[src/rtl/lock_access_ctrl.sv]
// rtl/lock_access_ctrl.sv - attempt-window lock controller: timed unlock on detect, lockout with alarm after repeated failures
module lock_access_ctrl #(
  parameter int ATTEMPT_BITS   = 8,
  parameter int MAX_FAILS      = 3,
  parameter int UNLOCK_CYCLES  = 16,
  parameter int LOCKOUT_CYCLES = 64
) (
  input  logic                           clk,
  input  logic                           reset,
  input  logic                           din_valid,
  input  logic                           pattern_detect,
  input  logic                           relock,
  output logic                           unlock,
  output logic                           locked_out,
  output logic                           alarm,
  output logic [$clog2(MAX_FAILS+1)-1:0] fail_count
);

  localparam int FW   = $clog2(MAX_FAILS + 1);
  localparam int BW   = $clog2(ATTEMPT_BITS);
  localparam int TMAX = (UNLOCK_CYCLES > LOCKOUT_CYCLES) ? UNLOCK_CYCLES : LOCKOUT_CYCLES;
  localparam int TW   = (TMAX > 1) ? $clog2(TMAX) : 1;

  localparam logic [FW-1:0] MAXF     = FW'(MAX_FAILS);
  localparam logic [BW-1:0] LAST_BIT = BW'(ATTEMPT_BITS - 1);
  localparam logic [TW-1:0] T_UNLOCK = TW'(UNLOCK_CYCLES - 1);
  localparam logic [TW-1:0] T_LOCKO  = TW'(LOCKOUT_CYCLES - 1);

  typedef enum logic [1:0] {
    S_LOCKED   = 2'd0,
    S_UNLOCKED = 2'd1,
    S_LOCKOUT  = 2'd2
  } state_t;

  state_t        r_state, w_state;
  logic [TW-1:0] r_timer, w_timer;
  logic [BW-1:0] r_bit_cnt, w_bit_cnt;
  logic [FW-1:0] r_fail, w_fail;
  logic          w_alarm;
  logic          r_unlock, r_locked_out, r_alarm;

  always_ff @(posedge clk or posedge reset) begin
    if (reset) begin
      r_state      <= S_LOCKED;
      r_timer      <= '0;
      r_bit_cnt    <= '0;
      r_fail       <= '0;
      r_unlock     <= 1'b0;
      r_locked_out <= 1'b0;
      r_alarm      <= 1'b0;
    end else begin
      r_state      <= w_state;
      r_timer      <= w_timer;
      r_bit_cnt    <= w_bit_cnt;
      r_fail       <= w_fail;
      r_unlock     <= (w_state == S_UNLOCKED);
      r_locked_out <= (w_state == S_LOCKOUT);
      r_alarm      <= w_alarm;
    end
  end

  always_comb begin
    w_state   = r_state;
    w_timer   = r_timer;
    w_bit_cnt = r_bit_cnt;
    w_fail    = r_fail;
    w_alarm   = 1'b0;
    case (r_state)
      S_LOCKED: begin
        // A detect wins over a window closing in the same cycle.
        if (pattern_detect) begin
          w_state   = S_UNLOCKED;
          w_timer   = T_UNLOCK;
          w_bit_cnt = '0;
          w_fail    = '0;
        end else if (din_valid) begin
          if (r_bit_cnt < LAST_BIT) begin
            w_bit_cnt = r_bit_cnt + 1'b1;
          end else begin
            w_bit_cnt = '0;
            if (r_fail + 1'b1 < MAXF) begin
              w_fail = r_fail + 1'b1;
            end else begin
              w_fail  = MAXF;
              w_state = S_LOCKOUT;
              w_timer = T_LOCKO;
              w_alarm = 1'b1;
            end
          end
        end
      end
      S_UNLOCKED: begin
        w_bit_cnt = '0;
        if (relock || r_timer == '0) begin
          w_state = S_LOCKED;
          w_timer = '0;
        end else begin
          w_timer = r_timer - 1'b1;
        end
      end
      S_LOCKOUT: begin
        w_bit_cnt = '0;
        if (r_timer == '0) begin
          w_state = S_LOCKED;
          w_fail  = '0;
        end else begin
          w_timer = r_timer - 1'b1;
        end
      end
      default: begin
        w_state   = S_LOCKED;
        w_timer   = '0;
        w_bit_cnt = '0;
        w_fail    = '0;
      end
    endcase
  end

  assign unlock     = r_unlock;
  assign locked_out = r_locked_out;
  assign alarm      = r_alarm;
  assign fail_count = r_fail;

endmodule

[config.mk]
export PLATFORM = sky130hd
export DESIGN_NAME = lock_access_ctrl
export DESIGN_NICKNAME = d
export VERILOG_FILES = /design/src/rtl/lock_access_ctrl.sv
export SDC_FILE = /design/constraint.sdc
export NUM_CORES = 1
export LEC_CHECK = 0
export CORE_MARGIN = 4
export CORE_UTILIZATION = 53
export DETAILED_ROUTE_END_ITERATION = 10
export PLACE_DENSITY = 0.75
export SYNTH_ARGS = -nofsm -noshare
export SYNTH_HDL_FRONTEND = slang
export SYNTH_SLANG_ARGS = --single-unit
[constraint.sdc]
create_clock -name clk -period 2.1 [get_ports clk]
set_input_delay 0.42 -clock clk [delete_from_list [all_inputs] [get_ports clk]]
set_output_delay 0.42 -clock clk [all_outputs]
set_load 0.005 [all_outputs]
* After elaboration in Yosys (flattened, before gate mapping) *
Index checks and enable logic that the tools add are counted.

storage, ports and cells
  output and inout bits = 5
  memories kept = 0
  input bits = 5
  bits in latches = 0
  word-level logic and storage cells = 56
  bits in registers = 16
  bits in writable memories = 0
  memory bits (read-only) = 0

operators by class
  reductions and logical operators = 5
  add/sub/neg operators = 3
  divide/modulo/power cells = 0
  multiply operators = 0
  bitwise gates (word level) = 1
  equality and inequality tests = 9
  shift-type cells = 0
  multiplexer cells = 29
  order comparisons = 2

operator list
  kind                                                                   number
  6-bit 2-to-1 mux                                                       6
  2-bit 2-to-1 mux                                                       11
  6-bit case mux with 3 select lines                                     1
  3-bit 2-to-1 mux                                                       4
  2-bit case mux with 3 select lines                                     2
  3-bit inequality test, second input constant                           3
  4-bit AND reduction                                                    2
  6-bit zero test                                                        1
  6-bit by 1-bit subtractor with 6-bit output, second input constant     1
  1-bit 2-to-1 mux                                                       5
  2-bit by 1-bit equality test with 1-bit output, second input constant  2
  2-bit equality test, second input constant                             2
  2-bit inequality test, second input constant                           2
  3-bit by 1-bit adder with 3-bit output, second input constant          1
  3-bit < comparator, second input constant                              1
  2-bit by 1-bit adder with 2-bit output, second input constant          1
  2-bit zero test                                                        1
  2-bit < comparator, second input constant                              1
  1-bit logical OR                                                       1
  1-bit NOT                                                              1

* Logic depth before layout (Yosys ltp) *
Gate-level depths: netlist of the first run.

  depth in word-level cells = 8
  mapped depth = 6
  mapped depth without buffers = 6

* Least setup slack after synthesis of the first run *
Ideal clock, no wire load.

  path type = reg-to-reg
  start = register r_timer[0]
  end = register r_timer[5]
  period minus slack after synthesis = 1,684 ps
  arrival = 1,562 ps
  path buffers = 0
  data required time = 1,978 ps
  cell stages (with the launch flop) = 7
  slack = 416 ps
  library setup time = 122 ps
  cells stage by stage = dfrtp_1 -> inv_1 -> ha_1 -> nor3b_4 -> nand4b_1 -> and2_4 -> a32o_1

between the ends
  word-level cells in the longest chain between the ends = 4
  elaborated cells on any way between the ends = 8
  classes of those cells = 1 x add/sub; 1 x eq/ne; 3 x mux; 3 x reduce/logical

ends and longest elaborated chain
  element                                                                              RTL line  RTL
  start, declared                                                                      36        logic [TW-1:0] r_timer, w_timer;
  start signal, assigned                                                               53        r_timer <= w_timer;
  branches (longest 4 deep; another with 6-bit by 1-bit subtractor with 6-bit output)  --

Parallel ways; which one is timed is not known. The select of a mux whose other input is x is not followed.
A chain may end at the register's enable or synchronous reset.

* Worst setup path after layout of the first run *
Ends and elaborated chain as after synthesis.

==> flow_metrics.tcl, run 1 <==
set metrics [dict create \
    worst_pin_slew_ns 0.590 \
    drt_iter0_markers 26 \
    rows 14 \
    gr-total-overflow 0 \
    ir_drop_mv 0.471 \
    cts_setup_buffers 0 \
    die_w_um 49.1 \
    syn_inst 88 \
    status "finished clean" \
    die_h_um 49.1 \
    ys_types 37 \
    seq_area_um2 400 \
    cp.arrival_ns 2.04 \
    synthesis.area_um2 893 \
    fin_crit_sh_pct 88.6 \
    antenna-diode-count 0 \
    endpoint_kind "register" \
    synth_warnings 0 \
    finalClockSkew_ns 0.000545 \
    drt_wl_total_um 1650 \
    syn_nets 96 \
    root_buffer "clkbuf_4" \
    internal_power_w 0.000598 \
    p_sw_share_pct 31.9 \
    start_util_pct 58.0 \
    wl_per_cell_um 14.1 \
    critical_path_class "reg -> reg" \
    insertion_delay_ns 0.28 \
    cp.required_ns 2.28 \
    rsz0062_at_grt "false" \
    finalHoldViolations 0 \
    drc 0 \
    clk_pin_slew_ns 0.09 \
    cts_buffers 3 \
    gp_congestion 0.818 \
    dp_hpwl_um 1200 \
    grt_usage_pct 14.8 \
    grt_pass1_wl_um 2800 \
    clockBufferDepth 2 \
    dpl.cell_count 113 \
    path_depth 6 \
    r2r_cells 6 \
    drv_slew 0 \
    setup_viol 0 \
    nNetsFinal 110 \
    tns_ns 0 \
    cts_tree "yes" \
    p_per_area_nw_per_um2 843 \
    ios 10 \
    area_growth_pct 16.7 \
    max_freq_ghz 0.537 \
    critPathSlowestCell "dfrtp_1" \
    slew-limit-headroom_pct 60.7 \
    drtPass1Iterations 4 \
    multiInputGateArea_um2 454 \
    antenna_left 0 \
    cts.sinks 16 \
    p_switching_w 0.000281 \
    max_cap_viol_count 0 \
    core-area_um2 1540 \
    startpoint_type "register" \
    portBuffers 9 \
    nFillCells 122 \
    stdcell_count 117 \
    cp_max_fo 6 \
    ys_seq_area_share_pct 44.8 \
    grt_pass1_vias 653 \
    vias 720 \
    cts_max_level 1 \
    total_power_w 0.000879 \
    crit_buf_inv 1 \
    die-area_um2 2410 \
    max_stage_delay_ns 0.42 \
    ctsHoldBuffers 0 \
    syn_avg_cell_area_um2 10.2 \
    viasPerCell 6.15 \
    path_cells "inv_1, ha_1, nor3b_4, nand4b_1, and2_4, a32o_1" \
    fin_crit_ns 1.86 \
    hp-class "in -> async" \
    cp_top_family "simple AND/OR/NAND/NOR gates" \
    grt_start_max_net_pins 17 \
    antenna_found_initial 0 \
    p_comb_share_pct 29.5 \
    clkPwrFrac_pct 22.9 \
    synth_seq_cells 16 \
    power_frac_seq_pct 47.6 \
    post_cts_resized 0 \
    drive_gt1_share_pct 12.9 \
    p_leak_nw 0.457 \
]
stage by stage:
step	hold slack (ns)	worst slack, ns	util (%)	area (µm²)
2_1_floorplan	0.334	0.416	-	893
3_3_place_gp	0.502	0.172	65.3	1010
3_5_place_dp	0.505	0.155	65.3	1010
4_1_cts	0.521	0.257	67.6	1040
5_1_grt	0.549	0.158	67.6	1040
6_report	0.493	0.238	67.6	1040
cell usage in the layout (no fill, tap or decap), types with 2 or more instances in the layout:
| master | count |
|---|---|
| or3_1 | 3 |
| nor2_1 | 9 |
| clkbuf_4 | 3 |
| mux2i_1 | 3 |
| or2_2 | 2 |
| dfrtp_1 | 16 |
| xnor2_1 | 2 |
| clkdlybuf4s50_1 | 9 |
| o211ai_1 | 2 |
| buf_4 | 3 |
| o21ai_1 | 3 |
| a31oi_1 | 5 |
| inv_1 | 5 |
| ha_1 | 3 |
| nand2_1 | 5 |
| a21oi_1 | 6 |
sequential cells by signal (all words and copies together), names as in the netlist:
name        flops
alarm           1
fail_count      2
locked_out      1
r_bit_cnt       3
r_state         2
r_timer         6
unlock          1
synth_stat cells:
cell | number | area [µm²]
a2111oi_0 | 1 | 8.76
a211oi_1 | 1 | 7.51
a21bo_1 | 1 | 10.0
a21o_4 | 1 | 15.0
a21oi_1 | 6 | 30.0
a2bb2oi_1 | 1 | 8.76
a311oi_1 | 1 | 8.76
a31o_2 | 1 | 8.76
a31oi_1 | 5 | 31.3
a32o_1 | 1 | 10.0
and2_4 | 1 | 8.76
and4_1 | 1 | 8.76
buf_2 | 1 | 5.00
buf_6 | 1 | 11.3
clkbuf_1 | 1 | 3.75
dfrtp_1 | 16 | 400
ha_1 | 3 | 37.5
inv_1 | 5 | 18.8
mux2_1 | 1 | 11.3
mux2i_1 | 3 | 30.0
nand2_1 | 5 | 18.8
nand2b_1 | 1 | 6.26
nand4b_1 | 1 | 8.76
nand4bb_1 | 1 | 11.3
nor2_1 | 9 | 33.8
nor3_1 | 1 | 5.00
nor3b_4 | 1 | 18.8
o211ai_1 | 2 | 15.0
o21a_1 | 1 | 7.51
o21ai_0 | 1 | 5.00
o21ai_1 | 3 | 15.0
o21bai_1 | 1 | 7.51
o41ai_1 | 1 | 8.76
or2_2 | 2 | 12.5
or3_1 | 3 | 18.8
xnor2_1 | 2 | 17.5
xor2_1 | 1 | 8.76
power by group through the flow:
stage	Clock, W	Sequential, W	Combinational [W]
after floorplan	0	0.000407	0.000193
after global placement	0	0.000422	0.000256
after detailed placement	0	0.000422	0.000258
after CTS	0.000208	0.000418	0.000258
after global routing	0.000229	0.000428	0.000286
final	0.000201	0.000419	0.000259
final cells by class:
type	instances	area share [%]
inverter	5	1.80
timing repair buffer	12	10.8
sequential	16	38.4
tap	16	1.92
multi-input combinational	64	43.6
clock buffer	4	3.48
cells by family after synthesis:
group | Yosys count | share of synthesized area [%]
AO/OA/AOI/OAI | 28 | 22.1
AND/OR/NAND/NOR | 26 | 16.9
XOR/XNOR | 3 | 2.94
multiplexers | 4 | 4.62
adder cells (fa/ha/maj) | 3 | 4.20
buffers and inverters | 8 | 4.34
flip-flops | 16 | 44.8
worst register-to-register path, delay by kind of cell (launching register included):
kind | cells | cell delay [ns]
compound gates | 1 | 0.21
fa+ha+maj | 1 | 0.18
buf+inv | 1 | 0.07
flops | 1 | 0.42
simple gates | 3 | 0.88
worst paths after layout:
path	startpoint	endpoint	slack [ns]
setup / recovery	r_timer[0]	r_timer[5]	0.24
hold / removal	reset	r_timer[3]	0.49
setup reg to reg	r_timer[0]	r_timer[5]	0.24
hold reg to reg	fail_count[1]	fail_count[1]	0.52
max in group asynchronous	reset	locked_out	1.23
min in group clk	fail_count[1]	fail_count[1]	0.52
metal layers:
layer | up-vias | GRT usage [%] | part of all wire, %
met3 | 4 | 4.89 | 7.3
met2 | 34 | 21.5 | 43
met5 | - | 0 | 0
li1 | 355 | - | -
met1 | 327 | 19.6 | 49
met4 | 0 | 7.17 | 1.2
No activity file was read; power rests on OpenSTA's default activity.
==> run 2, diff against run 1 <==
--- a/config.mk
+++ b/config.mk
@@ -7,6 +7,7 @@
 export LEC_CHECK = 0
 export CORE_MARGIN = 4
 export CORE_UTILIZATION = 53
+export CTS_CLUSTER_SIZE = 10
 export DETAILED_ROUTE_END_ITERATION = 10
 export PLACE_DENSITY = 0.75
 export SYNTH_ARGS = -nofsm -noshare
==> constraint.sdc (replaced) <==
create_clock -name clk -period 2.1 [get_ports clk]
set_input_delay 0.315 -clock clk [delete_from_list [all_inputs] [get_ports clk]]
set_output_delay 0.315 -clock clk [all_outputs]
set_load 0.005 [all_outputs]
==> run 2 against run 1 <==
- fmax is 0.42% higher
- sequential power down 2%
- power is 4.8% lower
- final cell count up 0.85%
- clock-buffer cell count is 1 lower
- clock power shrank 20%
- largest cell class unchanged
==> flow_metrics.tcl, run 2 (synthesis results as in run 1) <==
set metrics [dict create \
    status "finished clean" \
    nFillCells 128 \
    portBuffers 9 \
    cts_buffers 3 \
    rsz0062_at_grt "false" \
    ctsHoldBuffers 0 \
    fin_crit_ns 1.85 \
    antenna_found_initial 0 \
    critical_path_class "reg -> reg" \
    finalHoldViolations 0 \
    path_cells "inv_1, ha_1, nor3b_4, a21oi_1, o21ai_1, mux2_1" \
    cp_top_family "flip-flops" \
    drc 0 \
    p_per_area_nw_per_um2 802 \
    insertion_delay_ns 0.28 \
    slew-limit-headroom_pct 59.4 \
    grt_usage_pct 17.5 \
    drive_gt1_share_pct 13.7 \
    area_growth_pct 16.8 \
    fin_util_pct 67.7 \
    nNetsFinal 112 \
    wl_per_cell_um 15.2 \
    crit_buf_inv 1 \
    power_frac_seq_pct 49.0 \
    cp_max_fo 8 \
    cts_max_level 1 \
    vias 713 \
    max_stage_delay_ns 0.42 \
    grt_pass1_vias 730 \
    post_cts_resized 0 \
    finalClockSkew_ns 0.00142 \
    die-area_um2 2410 \
    rows 14 \
    critPathSlowestCell "dfrtp_1" \
    internal_power_w 0.000561 \
    drtPass1Iterations 4 \
    clk_pin_slew_ns 0.09 \
    grt_pass1_wl_um 3320 \
    die_h_um 49.1 \
    cp.arrival_ns 2.02 \
    cts_setup_buffers 0 \
    cts.sinks 16 \
    max_freq_ghz 0.539 \
    total_power_w 0.000837 \
    core-area_um2 1540 \
    root_buffer "clkbuf_4" \
    start_util_pct 58.0 \
    antenna-diode-count 0 \
    layout_common_cells "16 x dfrtp_1, 9 x nor2_1, 9 x clkdlybuf4s50_1" \
    antenna_left 0 \
    p_comb_share_pct 31.9 \
    viasPerCell 6.04 \
    startpoint_type "register" \
    largest_reg_flops 6 \
    setup_viol 0 \
    p_leak_nw 0.458 \
    tns_ns 0 \
    hp-class "in -> async" \
    dp_hpwl_um 1360 \
    endpoint_kind "register" \
    die_w_um 49.1 \
    drt_wl_total_um 1790 \
    drv_slew 0 \
    regMostFlops "r_timer" \
    ios 10 \
    gr-total-overflow 0 \
    final_common_cell "dfrtp_1" \
    grt_start_max_net_pins 17 \
    max_cap_viol_count 0 \
    cts_tree "yes" \
    ir_drop_mv 0.506 \
    p_sw_share_pct 33.0 \
    worst_pin_slew_ns 0.608 \
    clkPwrFrac_pct 19.1 \
    cp.required_ns 2.27 \
    clockBufferDepth 2 \
    fin_crit_sh_pct 88.3 \
    gp_congestion 0.793 \
    p_switching_w 0.000276 \
    top_regs "r_timer (6), r_bit_cnt (3)" \
    drt_iter0_markers 18 \
    whs_ns 0.392 \
]
## run 2: worst reg2reg max path, stage by stage (launching register included)
cell and delay [ns]:
dfrtp_1 0.42, inv_1 0.07, ha_1 0.19, nor3b_4 0.36, a21oi_1 0.11, o21ai_1 0.24, mux2_1 0.35
## run 2: cell type report
type	count	area, µm²	share of cell area (%)
Inverter	5	18.8	1.80
Tap cell	16	20.0	1.92
Clock buffer	3	22.5	2.16
Timing Repair Buffer	14	128	12.2
Sequential cell	16	400	38.4
Multi-Input combinational cell	64	454	43.5
## run 2: stage by stage
| step | instance area (µm²) | instances | setup slack (ns) |
|---|---|---|---|
| after global placement | 1020 | 115 | 0.290 |
| after detailed placement | 1020 | 115 | 0.171 |
| after CTS | 1040 | 118 | 0.246 |
| final | 1040 | 118 | 0.246 |
| after floorplan | 893 | 88 | 0.416 |
| after global routing | 1040 | 118 | 0.0751 |
## run 2: final timing paths
check                      cells past startpoint       endpoint  slack (ns)  startpoint
max reg2reg                                    6  fail_count[1]        0.25  r_timer[0]
min reg2reg                                    1     r_timer[0]        0.52  r_timer[0]
max                                            6  fail_count[1]        0.25  r_timer[0]
min in group clk                               1     r_timer[0]        0.52  r_timer[0]
max in group asynchronous                      2     r_state[0]        1.32       reset
min                                            2     r_timer[2]        0.39       reset
## run 2: power groups by stage
stage          clock (W)  combinational (W)  sequential, W
2_1_floorplan          0           0.000193       0.000407
3_3_place_gp           0           0.000260       0.000413
3_5_place_dp           0           0.000265       0.000416
4_1_cts         0.000166           0.000268       0.000409
5_1_grt         0.000182           0.000304       0.000418
6_report        0.000160           0.000267       0.000410
## run 2: metal layers
layer / global-route usage [%] / part of all wire, % / up-vias
met5: 0 / 0 / -
met4: 4.04 / 0.95 / 0
met3: 4.28 / 3.6 / 2
met2: 28.3 / 48 / 11
met1: 23.6 / 47 / 345
li1: - / - / 355
==> RTL change: new RTL, settings of run 1 <==
The 3 states of `state_t` get a one-hot encoding in 3 bits.
--- a/src/rtl/lock_access_ctrl.sv
+++ b/src/rtl/lock_access_ctrl.sv
@@ -27,8 +27,8 @@
   localparam logic [TW-1:0] T_LOCKO  = TW'(LOCKOUT_CYCLES - 1);
 
-  typedef enum logic [1:0] {
-    S_LOCKED   = 2'd0,
-    S_UNLOCKED = 2'd1,
-    S_LOCKOUT  = 2'd2
+  typedef enum logic [2:0] {
+    S_LOCKED   = 3'b001,
+    S_UNLOCKED = 3'b010,
+    S_LOCKOUT  = 3'b100
   } state_t;
 
Behaviour: same outputs for any inputs over 10 cycles, from zero or initial values and one cycle with reset high; not proved beyond that.
==> RTL change against run 1 <==
- critical path depth stayed put
- hold slack got worse by 0.0021 ns
- area after synthesis increased by 18%
- design area rose by 21%
- die area grew 15%
- count of clock-buffer cells in the layout decreased by 1
- critical path type unchanged
- routed wire length grew 40%
- sequential share of layout area is 4.6 points lower
- sequential cell count up 1
- cell count rose by 28%
- setup slack lost 0.14 ns
Power is not compared: it rests on default switching activity, and its combinational part moved more than twofold at a synthesized area within 25%.
==> RTL change: results (changes against run 1) <==
# diodes=0 (unchanged); Slowest cell on crit path=or3b_4; Crit Path Max Fanout=7 (+1); hpwl dp=1642 um (+37%); # fillers=146 (+20%); detailed router's first-iteration violation count=19 (-27%); clk root buf=clkbuf_4; Synth Area per Inst=9.631 um2 (-5.1%); IO buf count=9 (unchanged); worst skew pair latency=0.30 ns (+0.02 ns); Cell variety after synth=39 (+5.4%); number of global-route vias before repair=902 (+38%); flop2flop setup slack=0.1 ns (-0.14 ns); Post-Place Cells=142 (+26%); leakage=0.5587 nW; average wire per standard cell=15.33 um (+9.0%); Via density=6.147 (-0.12%); dpl ws=-0.01445 ns (-0.1691 ns); prevailing post-synth register cell=dfrtp_1; DRT Pass-1 Iters=4 (unchanged); reg2reg end=r_timer[2]$_DFFE_PP0P_; GP Congestion=0.8958 (+9.5%); actual slew at the worst max-slew pin=0.6311 ns (+0.04150 ns); EDFF count, synth=0 (unchanged); Reg2Reg Launch Point=r_timer[1]$_DFFE_PP0P_; Max Root-Sink Buffers=2 (unchanged); outcome=completed; Post-Syn Nets=117 (+22%); asr flop ratio synth=100.0% (unchanged); slowest stage delay, CP=0.46 ns (+0.04 ns); Hold WC Path Type=in2async; Synth area leaders=dfrtp_1, a22o_1, ha_1; Synth top cells by count=dfrtp_1, nand2_1, inv_1, nor2_1; Synth warnings=0 (unchanged); WP data arrival=2.20 ns (+0.16 ns); layout cell share with drive strength beyond 1=19.20% (+6.3 points); max-slew violation total from the final report=0 (unchanged); clk_skew=0.001035 ns (+0.0004900 ns); Peak VDD IR=0.0007240 V; Num CTS Buffers=3 (unchanged); largest net degree at the start of global routing=18 (+1); R2R cell count=6 (unchanged); Overall Global Routing Usage=20.22% (+5.4 points); Largest regs=r_timer: 6 flops, r_bit_cnt: 3 flops, r_state: 3 flops; hold slack final=0.4912 ns (-0.002059 ns); CTS H-tree depth=1 (unchanged); cell family with most CP delay=compound AO/OA/AOI/OAI gates; clock slew at reported path FFs=~0.1 ns; initial antenna violation count=0 (unchanged); Nets=134 (+22%); vias=922 (+28%); sequential share of the synthesized area=40.64% (-4.2 points); first-pass GRT wire length=4071 um (+45%)
RTL change: cell types whose count changed in the layout (fill, tap and decap cells not counted), moves of 3 or more:
cell / before / now
a22o_1: 0 / 6
nand2b_1: 1 / 6
a31oi_1: 5 / 0
nor3b_1: 0 / 3
or3_1: 3 / 0
nand2_1: 5 / 9
buf_4: 3 / 10
o311ai_0: 0 / 4
RTL change: worst max-delay path by stage:
stage	startpoint	to	slack [ns]
after global placement	r_timer[1]$_DFFE_PP0P_	r_timer[3]$_DFFE_PP0P_	0.04
after global routing	r_timer[0]$_DFFE_PP0P_	r_timer[0]$_DFFE_PP0P_	0.01
final	r_timer[1]$_DFFE_PP0P_	r_timer[2]$_DFFE_PP0P_	0.1
after detailed placement	r_timer[1]$_DFFE_PP0P_	r_timer[0]$_DFFE_PP0P_	-0.01
after floorplan	r_timer[0]$_DFFE_PP0P_	r_timer[3]$_DFFE_PP0P_	0.22
after CTS	r_timer[1]$_DFFE_PP0P_	r_timer[0]$_DFFE_PP0P_	0.06
RTL change: per-layer routing:
metal / wire [um] / vias to the layer above / track usage [%]
li1: - / 440 / -
met1: 1109 / 450 / 27.86
met2: 1014 / 27 / 28.51
met3: 123 / 5 / 3.419
met4: 53 / 0 / 13.62
met5: 0 / - / 0
RTL change: worst reg2reg max path, stage by stage (launching register included):
cell	delay, ns
dfrtp_1	0.41
inv_1	0.07
ha_2	0.22
or3b_4	0.46
o31ai_4	0.32
o311ai_0	0.16
a22o_1	0.26
RTL change: kinds of logic (layout without fill, tap and decap cells):
logic type	after synthesis	after routing	share of synthesized area, %
mux	1	1	0.9536
buf+inv	14	30	5.483
flops	17	17	40.64
simple gates	43	43	25.39
fa+ha+maj	3	3	3.576
compound gates	29	29	22.29
xor+xnor	2	2	1.669
RTL change: final cells by class:
type,count,area (um2),share of cell area (%)
clock buffers,3,22.52,1.787
clock inverters,1,5.005,0.3972
well taps,25,31.28,2.483
flip-flops and latches,17,426.7,33.86
repair buffers,19,165.2,13.11
inverters,7,26.28,2.085
multi-input cells,78,583.1,46.28
RTL change: power breakdown:
part	internal [W]	switching, W	total, W
Sequential	0.000410	0.000137	0.000546
Combinational	0.000316	0.000313	0.000629
Clock	0.0000711	0.000108	0.000179
RTL change: repair_timing:
| action | CTS | global route |
|---|---|---|
| setup buffers | 0 | 4 |
| gates resized for setup | 1 | 3 |
| endpoints found under the hold margin | 0 | 0 |
| endpoints found under the setup margin | 5 | 6 |
| hold buffers | 0 | 0 |
| pin swaps | 0 | 1 |
RTL change: per-stage QoR:
step	power (W)	instance area, um2
floorplan	0.0009778	1050
global placement	0.001093	1185
detailed placement	0.001107	1185
CTS	0.001306	1215
global route	0.001467	1260
finish	0.001355	1260
